File: src/rtl/mc_port_pkg.sv
// Shared MC command codes, flush FSM states and request/response field bundles
// for the per-port MC adapter.
package mc_port_pkg;

  localparam logic [2:0] MC_CMD_RD  = 3'd1;
  localparam logic [2:0] MC_CMD_WR  = 3'd2;
  localparam logic [2:0] RS_RD_DATA = 3'd2;
  localparam logic [2:0] RS_WR_CMP  = 3'd3;

  typedef enum logic [1:0] {FL_IDLE, FL_DRAIN, FL_ISSUE, FL_WAIT} flush_state_e;

  typedef struct packed {
    logic [2:0]  cmd;
    logic [3:0]  scmd;
    logic [1:0]  size;
    logic [47:0] vadr;
    logic [63:0] data;
  } mc_rq_hdr_t;

  typedef struct packed {
    logic [2:0]  cmd;
    logic [3:0]  scmd;
    logic [63:0] data;
  } mc_rs_hdr_t;

  // Only read data and write completions retire an outstanding request.
  function automatic logic is_rs_retire(input logic [2:0] cmd);
    return (cmd == RS_RD_DATA) || (cmd == RS_WR_CMP);
  endfunction

endpackage

File: src/rtl/sync_fifo.sv
// Single-clock FIFO with wrap-bit pointers; a push into a full FIFO only lands
// when a pop happens in the same cycle.
module sync_fifo #(
  parameter int WIDTH = 8,
  parameter int DEPTH = 4
) (
  input  logic                     clk,
  input  logic                     rst_n,
  input  logic                     push,
  input  logic [WIDTH-1:0]         wdata,
  input  logic                     pop,
  output logic [WIDTH-1:0]         rdata,
  output logic                     full,
  output logic                     empty,
  output logic [$clog2(DEPTH):0]   count
);

  localparam int AW = $clog2(DEPTH);

  logic [AW:0]      wptr, rptr;
  logic [WIDTH-1:0] mem [DEPTH];
  logic             do_push, do_pop;

  assign empty   = (wptr == rptr);
  assign full    = (wptr[AW] != rptr[AW]) && (wptr[AW-1:0] == rptr[AW-1:0]);
  assign count   = wptr - rptr;
  assign do_pop  = pop && !empty;
  assign do_push = push && (!full || do_pop);
  assign rdata   = mem[rptr[AW-1:0]];

  always_ff @(posedge clk or negedge rst_n) begin
    if (!rst_n) begin
      wptr <= '0;
      rptr <= '0;
    end else begin
      if (do_push) wptr <= wptr + 1'b1;
      if (do_pop)  rptr <= rptr + 1'b1;
    end
  end

  always_ff @(posedge clk) begin
    if (do_push) mem[wptr[AW-1:0]] <= wdata;
  end

endmodule

File: src/rtl/mc_rq_port_adapter.sv
// Adapter between personality valid/ready traffic and one Convey MC port:
// queued request issue, response capture with stall headroom, write-flush sequencing.
module mc_rq_port_adapter import mc_port_pkg::*; #(
  parameter int RTNCTL_WIDTH    = 32,
  parameter int RQ_DEPTH        = 8,
  parameter int RS_DEPTH        = 4,
  parameter int RS_HEADROOM     = 2,
  parameter int MAX_OUTSTANDING = 64
) (
  input  logic                              clk,
  input  logic                              i_reset_n,
  input  logic                              req_valid,
  output logic                              req_ready,
  input  logic [2:0]                        req_cmd,
  input  logic [3:0]                        req_scmd,
  input  logic [1:0]                        req_size,
  input  logic [47:0]                       req_vadr,
  input  logic [63:0]                       req_data,
  input  logic [RTNCTL_WIDTH-1:0]           req_rtnctl,
  output logic                              mc_rq_vld,
  output logic [2:0]                        mc_rq_cmd,
  output logic [3:0]                        mc_rq_scmd,
  output logic [1:0]                        mc_rq_size,
  output logic [47:0]                       mc_rq_vadr,
  output logic [63:0]                       mc_rq_data,
  output logic [RTNCTL_WIDTH-1:0]           mc_rq_rtnctl,
  input  logic                              mc_rq_stall,
  input  logic                              mc_rs_vld,
  input  logic [2:0]                        mc_rs_cmd,
  input  logic [3:0]                        mc_rs_scmd,
  input  logic [63:0]                       mc_rs_data,
  input  logic [RTNCTL_WIDTH-1:0]           mc_rs_rtnctl,
  output logic                              mc_rs_stall,
  output logic                              rsp_valid,
  input  logic                              rsp_ready,
  output logic [2:0]                        rsp_cmd,
  output logic [3:0]                        rsp_scmd,
  output logic [63:0]                       rsp_data,
  output logic [RTNCTL_WIDTH-1:0]           rsp_rtnctl,
  input  logic                              flush_req,
  output logic                              flush_done,
  output logic                              mc_rq_flush,
  input  logic                              mc_rs_flush_cmplt,
  output logic [$clog2(MAX_OUTSTANDING):0]  outstanding,
  output logic                              idle
);

  localparam int RQ_W = $bits(mc_rq_hdr_t) + RTNCTL_WIDTH;
  localparam int RS_W = $bits(mc_rs_hdr_t) + RTNCTL_WIDTH;
  localparam int OW   = $clog2(MAX_OUTSTANDING) + 1;
  localparam int RSCW = $clog2(RS_DEPTH) + 1;

  flush_state_e              state;
  logic                      err_flag;
  logic                      rq_full, rq_empty, rq_push, issue;
  logic [$clog2(RQ_DEPTH):0] rq_count;
  logic [RQ_W-1:0]           rq_rdata;
  mc_rq_hdr_t                rq_hdr;
  logic [RTNCTL_WIDTH-1:0]   rq_tag;
  logic                      rs_full, rs_empty, rs_pop, rs_push_ok, rs_retire;
  logic [RSCW-1:0]           rs_count, rs_next;
  logic [RS_W-1:0]           rs_rdata;
  mc_rs_hdr_t                rs_hdr;
  logic [RTNCTL_WIDTH-1:0]   rs_tag;

  // Ready depends only on registered state, so a full FIFO never sees a push.
  assign req_ready = !rq_full && (state == FL_IDLE);
  assign rq_push   = req_valid && req_ready;
  assign issue     = !rq_empty && !mc_rq_stall && (outstanding < OW'(MAX_OUTSTANDING))
                     && (state != FL_ISSUE);
  assign {rq_hdr, rq_tag} = rq_rdata;

  sync_fifo #(.WIDTH(RQ_W), .DEPTH(RQ_DEPTH)) u_rq_fifo (
    .clk(clk), .rst_n(i_reset_n),
    .push(rq_push),
    .wdata({req_cmd, req_scmd, req_size, req_vadr, req_data, req_rtnctl}),
    .pop(issue), .rdata(rq_rdata),
    .full(rq_full), .empty(rq_empty), .count(rq_count)
  );

  always_ff @(posedge clk or negedge i_reset_n) begin
    if (!i_reset_n) begin
      mc_rq_vld    <= 1'b0;
      mc_rq_cmd    <= '0;
      mc_rq_scmd   <= '0;
      mc_rq_size   <= '0;
      mc_rq_vadr   <= '0;
      mc_rq_data   <= '0;
      mc_rq_rtnctl <= '0;
    end else begin
      mc_rq_vld <= issue;
      if (issue) begin
        mc_rq_cmd    <= rq_hdr.cmd;
        mc_rq_scmd   <= rq_hdr.scmd;
        mc_rq_size   <= rq_hdr.size;
        mc_rq_vadr   <= rq_hdr.vadr;
        mc_rq_data   <= rq_hdr.data;
        mc_rq_rtnctl <= rq_tag;
      end
    end
  end

  // Responses are captured even while stalled; the MC may still be delivering.
  assign rsp_valid  = !rs_empty;
  assign rs_pop     = rsp_valid && rsp_ready;
  assign rs_push_ok = mc_rs_vld && (!rs_full || rs_pop);
  assign rs_next    = rs_count + RSCW'(rs_push_ok) - RSCW'(rs_pop);
  assign rs_retire  = mc_rs_vld && is_rs_retire(mc_rs_cmd);
  assign {rs_hdr, rs_tag} = rs_rdata;
  assign rsp_cmd    = rsp_valid ? rs_hdr.cmd  : '0;
  assign rsp_scmd   = rsp_valid ? rs_hdr.scmd : '0;
  assign rsp_data   = rsp_valid ? rs_hdr.data : '0;
  assign rsp_rtnctl = rsp_valid ? rs_tag      : '0;

  sync_fifo #(.WIDTH(RS_W), .DEPTH(RS_DEPTH)) u_rs_fifo (
    .clk(clk), .rst_n(i_reset_n),
    .push(mc_rs_vld),
    .wdata({mc_rs_cmd, mc_rs_scmd, mc_rs_data, mc_rs_rtnctl}),
    .pop(rs_pop), .rdata(rs_rdata),
    .full(rs_full), .empty(rs_empty), .count(rs_count)
  );

  always_ff @(posedge clk or negedge i_reset_n) begin
    if (!i_reset_n) begin
      outstanding <= '0;
      mc_rs_stall <= 1'b0;
      err_flag    <= 1'b0;
    end else begin
      mc_rs_stall <= (RSCW'(RS_DEPTH) - rs_next) < RSCW'(RS_HEADROOM);
      if (issue && !rs_retire) outstanding <= outstanding + 1'b1;
      else if (!issue && rs_retire) begin
        if (outstanding == '0) err_flag <= 1'b1;
        else                   outstanding <= outstanding - 1'b1;
      end
      if (mc_rs_vld && rs_full && !rs_pop) err_flag <= 1'b1;
    end
  end

  always_ff @(posedge clk or negedge i_reset_n) begin
    if (!i_reset_n) begin
      state      <= FL_IDLE;
      flush_done <= 1'b0;
    end else begin
      flush_done <= 1'b0;
      case (state)
        FL_IDLE:  if (flush_req) state <= FL_DRAIN;
        FL_DRAIN: if (rq_empty && (outstanding == '0) && !mc_rq_vld) state <= FL_ISSUE;
        FL_ISSUE: state <= FL_WAIT;
        FL_WAIT:  if (mc_rs_flush_cmplt) begin
                    state      <= FL_IDLE;
                    flush_done <= 1'b1;
                  end
        default:  state <= FL_IDLE;
      endcase
    end
  end

  assign mc_rq_flush = (state == FL_ISSUE);
  assign idle = (rq_count == '0) && rs_empty && (outstanding == '0) && (state == FL_IDLE);

endmodule

File: config.mk
export PLATFORM = sky130hd
export DESIGN_NAME = mc_rq_port_adapter
export DESIGN_NICKNAME = d
export VERILOG_FILES = /design/src/rtl/mc_port_pkg.sv /design/src/rtl/sync_fifo.sv /design/src/rtl/mc_rq_port_adapter.sv
export SDC_FILE = /design/constraint.sdc
export NUM_CORES = 2
export LEC_CHECK = 0
export ABC_CLOCK_PERIOD_IN_PS = 41100
export CELL_PAD_IN_SITES_DETAIL_PLACEMENT = 0
export CELL_PAD_IN_SITES_GLOBAL_PLACEMENT = 1
export CORE_MARGIN = 5
export CORE_UTILIZATION = 30
export DETAILED_ROUTE_END_ITERATION = 6
export GPL_TIMING_DRIVEN = 0
export PLACE_DENSITY = 0.58
export SETUP_SLACK_MARGIN = 0.02
export SKIP_LAST_GASP = 1
export SYNTH_ARGS = -nofsm -noshare
export SYNTH_HDL_FRONTEND = slang
export SYNTH_SLANG_ARGS = --single-unit
File: constraint.sdc
create_clock -name clk -period 41.1 [get_ports clk]
set_input_delay 6.165 -clock clk [delete_from_list [all_inputs] [get_ports clk]]
set_output_delay 6.165 -clock clk [all_outputs]
set_load 0.03 [all_outputs]
==> flow_metrics.env <==
export IMPL_status="finished, final reports clean"
export IMPL_rows=175
export IMPL_worstRegToRegCells=14
export IMPL_worstPathRequired_ps=34940
export IMPL_ys_warn_count=0
export IMPL_grt_start_max_net_pins=72
export IMPL_yosys_most_used_dff="edfxtp_1"
export IMPL_synth_edff_count=1636
export IMPL_synth_distinct_cells=43
export IMPL_core_area_um2=226800
export IMPL_gp_congestion=0.7123
export IMPL_gr_total_overflow=0
export IMPL_cts_root_buf="clkbuf_16"
export IMPL_dp_hpwl_um=122800
export IMPL_synth_top_area_share_pct=72.03
export IMPL_final_hold_viol_count=0
export IMPL_drive_gt1_share_pct=21.69
export IMPL_cts_sinks=1815
export IMPL_grt_pass1_wl_um=259900
export IMPL_finalCritPeriodShare_pct=27.46
export IMPL_drcViolationCount=0
export IMPL_numCtsBuffers=194
export IMPL_ys_seq_elements=1815
export IMPL_final_common_cell="edfxtp_1"
export IMPL_layout_common_cells="edfxtp_1 (1636), clkdlybuf4s50_1 (532), mux4_2 (409), clkbuf_16 (194), dfrtp_1 (179)"
export IMPL_crit_chain="clkbuf_1 > clkbuf_1 > inv_1 > ha_1 > a21o_1 > a21oi_1 > xnor2_1 > nor4_1 > clkdlybuf4s50_1"
export IMPL_power_density_nw_per_um2=75.99
export IMPL_clk_latency_ps=840
export IMPL_clk_pin_slew_ps=60
export IMPL_finalSetupTns_ps=0
export IMPL_instances_no_fill=7129
export IMPL_finClkSkew_ps=61.42
export IMPL_syn_to_final_growth_pct=25.77
export IMPL_ys_seq_area_share_pct=78.59
export IMPL_drt_initial_drc_count=2476
export IMPL_dieArea_um2=237000
export IMPL_wl_per_cell_um=25.68
export IMPL_avgSynthCellArea_um2=22.08
export IMPL_crit_type="reg -> out"
export IMPL_fin_ws_ps=29810
export IMPL_pre_cts_ws_ps=30490
export IMPL_die_y_um=486.8
export IMPL_synthCells=3089
export IMPL_grt_pass1_vias=34560
export IMPL_drv_slew=0
export IMPL_num_nets_final=4206
export IMPL_max_freq_mhz=88.60
export IMPL_rsz0062_at_grt="no"
export IMPL_start_util_pct=30.07
export IMPL_vias_per_cell=4.665
export IMPL_nFillCells=20810
export IMPL_startpoint_type="register"
export IMPL_finalSetupViolCount=0
export IMPL_yosys_area_top_type="edfxtp_1"
export IMPL_vias=33250
export IMPL_timing_final_crit_period_ps=11290
export IMPL_drtPass1Iterations=5
export IMPL_num_io_pins=534
export IMPL_irDropWorstVdd_mv=0.04362
export IMPL_netlist_top_cells_area="edfxtp_1 (72%), mux4_2 (14%), dfrtp_1 (6.6%), mux2i_1 (2.3%), and2_1 (1.0%)"
export IMPL_cp_common_cell="clkbuf_1"
export IMPL_drv_cap=0
export IMPL_synthArstFlopShare_pct=9.862
export IMPL_grt_usage_pct=15.23
export IMPL_leakage_nw=28.36
export IMPL_cts_resized=0
export IMPL_tightest_slew_ps=1276
export IMPL_wl_um=183000
export IMPL_cts_htree_levels=4
export IMPL_place_inst=6730
export IMPL_syn_cell_area_um2=68210
export IMPL_io_buffers=533
export IMPL_antenna_found_initial=76
export IMPL_fin_area_um2=85780
export IMPL_multiInputGateArea_um2=13820
export IMPL_final_seq_area_um2=53610
export IMPL_slew_headroom_pct=14.96
export IMPL_dpl_cell_area_um2=79110
export IMPL_die_x_um=486.8
export IMPL_critical_path_max_stage_delay_ps=810
export IMPL_final_antenna_net_count=0
export IMPL_arrival_ps=5120
export IMPL_whs_path_depth=2
export IMPL_synth_net_count=3378
export IMPL_slowest_stage="clkdlybuf4s50_1"
export IMPL_hold_buffers=0
export IMPL_cp_end_kind="output port"
export IMPL_clk_path_buf_depth=3
export IMPL_hold_class="reg -> reg"
export IMPL_cts_tree="built"
export IMPL_crit_fanout=10
export IMPL_cts_setup_buffers=0
## cells in the mapped netlist (2+ instances only)
cell type and count:
buf_1 8, nand2_1 169, buf_2 48, nor2_1 7
xnor2_1 18, nand2b_1 4, mux4_2 409, edfxtp_1 1636
mux2_2 3, inv_2 2, a21o_1 2, nand3_1 4
nand3b_1 2, nor4_1 2, nand4_1 3, clkbuf_1 81
a21oi_1 5, o21ai_1 130, fa_1 3, buf_6 16
xor2_1 5, dfrtp_1 179, nor3_1 3, mux2i_1 155
inv_1 16, ha_1 22, and2_1 111, o21ai_0 30
o21bai_1 2
## where the power goes
part / internal [mW] / switching (mW) / total (mW)
registers: 2.28 / 0.100 / 2.38
clock network: 1.03 / 0.740 / 1.77
logic: 0.986 / 1.38 / 2.36
total: 4.30 / 2.22 / 6.52
## through the flow
step	hold WS, ps	total power [mW]	utilization [%]
2_1_floorplan	461.7	3.847	-
3_3_place_gp	469.5	4.875	34.08
3_5_place_dp	470.7	4.856	34.87
4_1_cts	484.1	6.651	37.78
5_1_grt	506.5	6.850	37.79
6_report	482.2	6.518	37.82
## worst paths after layout
path | start | end | slack (ps)
max reg2reg | u_rq_fifo.rptr[1]$_DFFE_PN0P_ | u_rq_fifo.mem[2][130]$_DFFE_PP_ | 35780
max in group asynchronous | i_reset_n | mc_rq_scmd[3]$_DFFE_PN0P_ | 34910
max | u_rq_fifo.rptr[1]$_DFFE_PN0P_ | idle | 29810
min in group asynchronous | i_reset_n | mc_rq_vadr[4]$_DFFE_PN0P_ | 5210
min reg2reg | mc_rq_rtnctl[5]$_DFFE_PN0P_ | mc_rq_rtnctl[5]$_DFFE_PN0P_ | 480
min | mc_rq_rtnctl[5]$_DFFE_PN0P_ | mc_rq_rtnctl[5]$_DFFE_PN0P_ | 480
## critical path: cells and delay by family, from the launching register on
family / cells / cell delay, ps
buffers and inverters: 4 / 2440
DFF: 1 / 400
xor gates and xnor gates: 1 / 90
AOI/OAI and AO/OA: 2 / 350
and+or+nand+nor: 1 / 640
adders and majority gates: 1 / 400
## registers in the layout, summed over array words and instances, names as in the netlist, 4 cells and up
register	count
u_rq_fifo.wptr	4
u_rq_fifo.rptr	4
u_rq_fifo.mem	1224
mc_rq_data	64
mc_rq_vadr	48
mc_rq_scmd	4
outstanding	7
mc_rq_rtnctl	32
u_rs_fifo.mem	412
## area by class of cell
class,instances,area share [%]
clock inverter,95,1.419
tap,3009,4.389
sequential,1815,62.49
buffer,155,0.8956
timing repair buffer,632,8.244
multi-input combinational,1101,16.11
clock buffer,269,6.256
inverter,18,0.08752
antenna,35,0.1021
## logic make-up (layout without fill, tap and decap cells)
logic type | after synthesis | in the layout | share of synthesized area (%)
flip-flops | 1815 | 1815 | 78.59
multiplexers | 568 | 568 | 15.85
AND/OR/NAND/NOR | 309 | 309 | 2.194
AO/OA/AOI/OAI | 175 | 175 | 1.332
buffers and inverters | 173 | 1169 | 1.224
adder cells (fa/ha/maj) | 25 | 25 | 0.4916
XOR/XNOR | 24 | 24 | 0.3192
other | 0 | 35 | 0
## layer usage
layer,global-route usage (%),vias to the layer above,wire [um]
met2,23.73,957,85360
met1,19.69,17610,75950
met5,0,-,347
li1,-,14340,-
met3,5.741,307,15760
met4,5.028,48,5617
(Power assumes the default switching activity.)
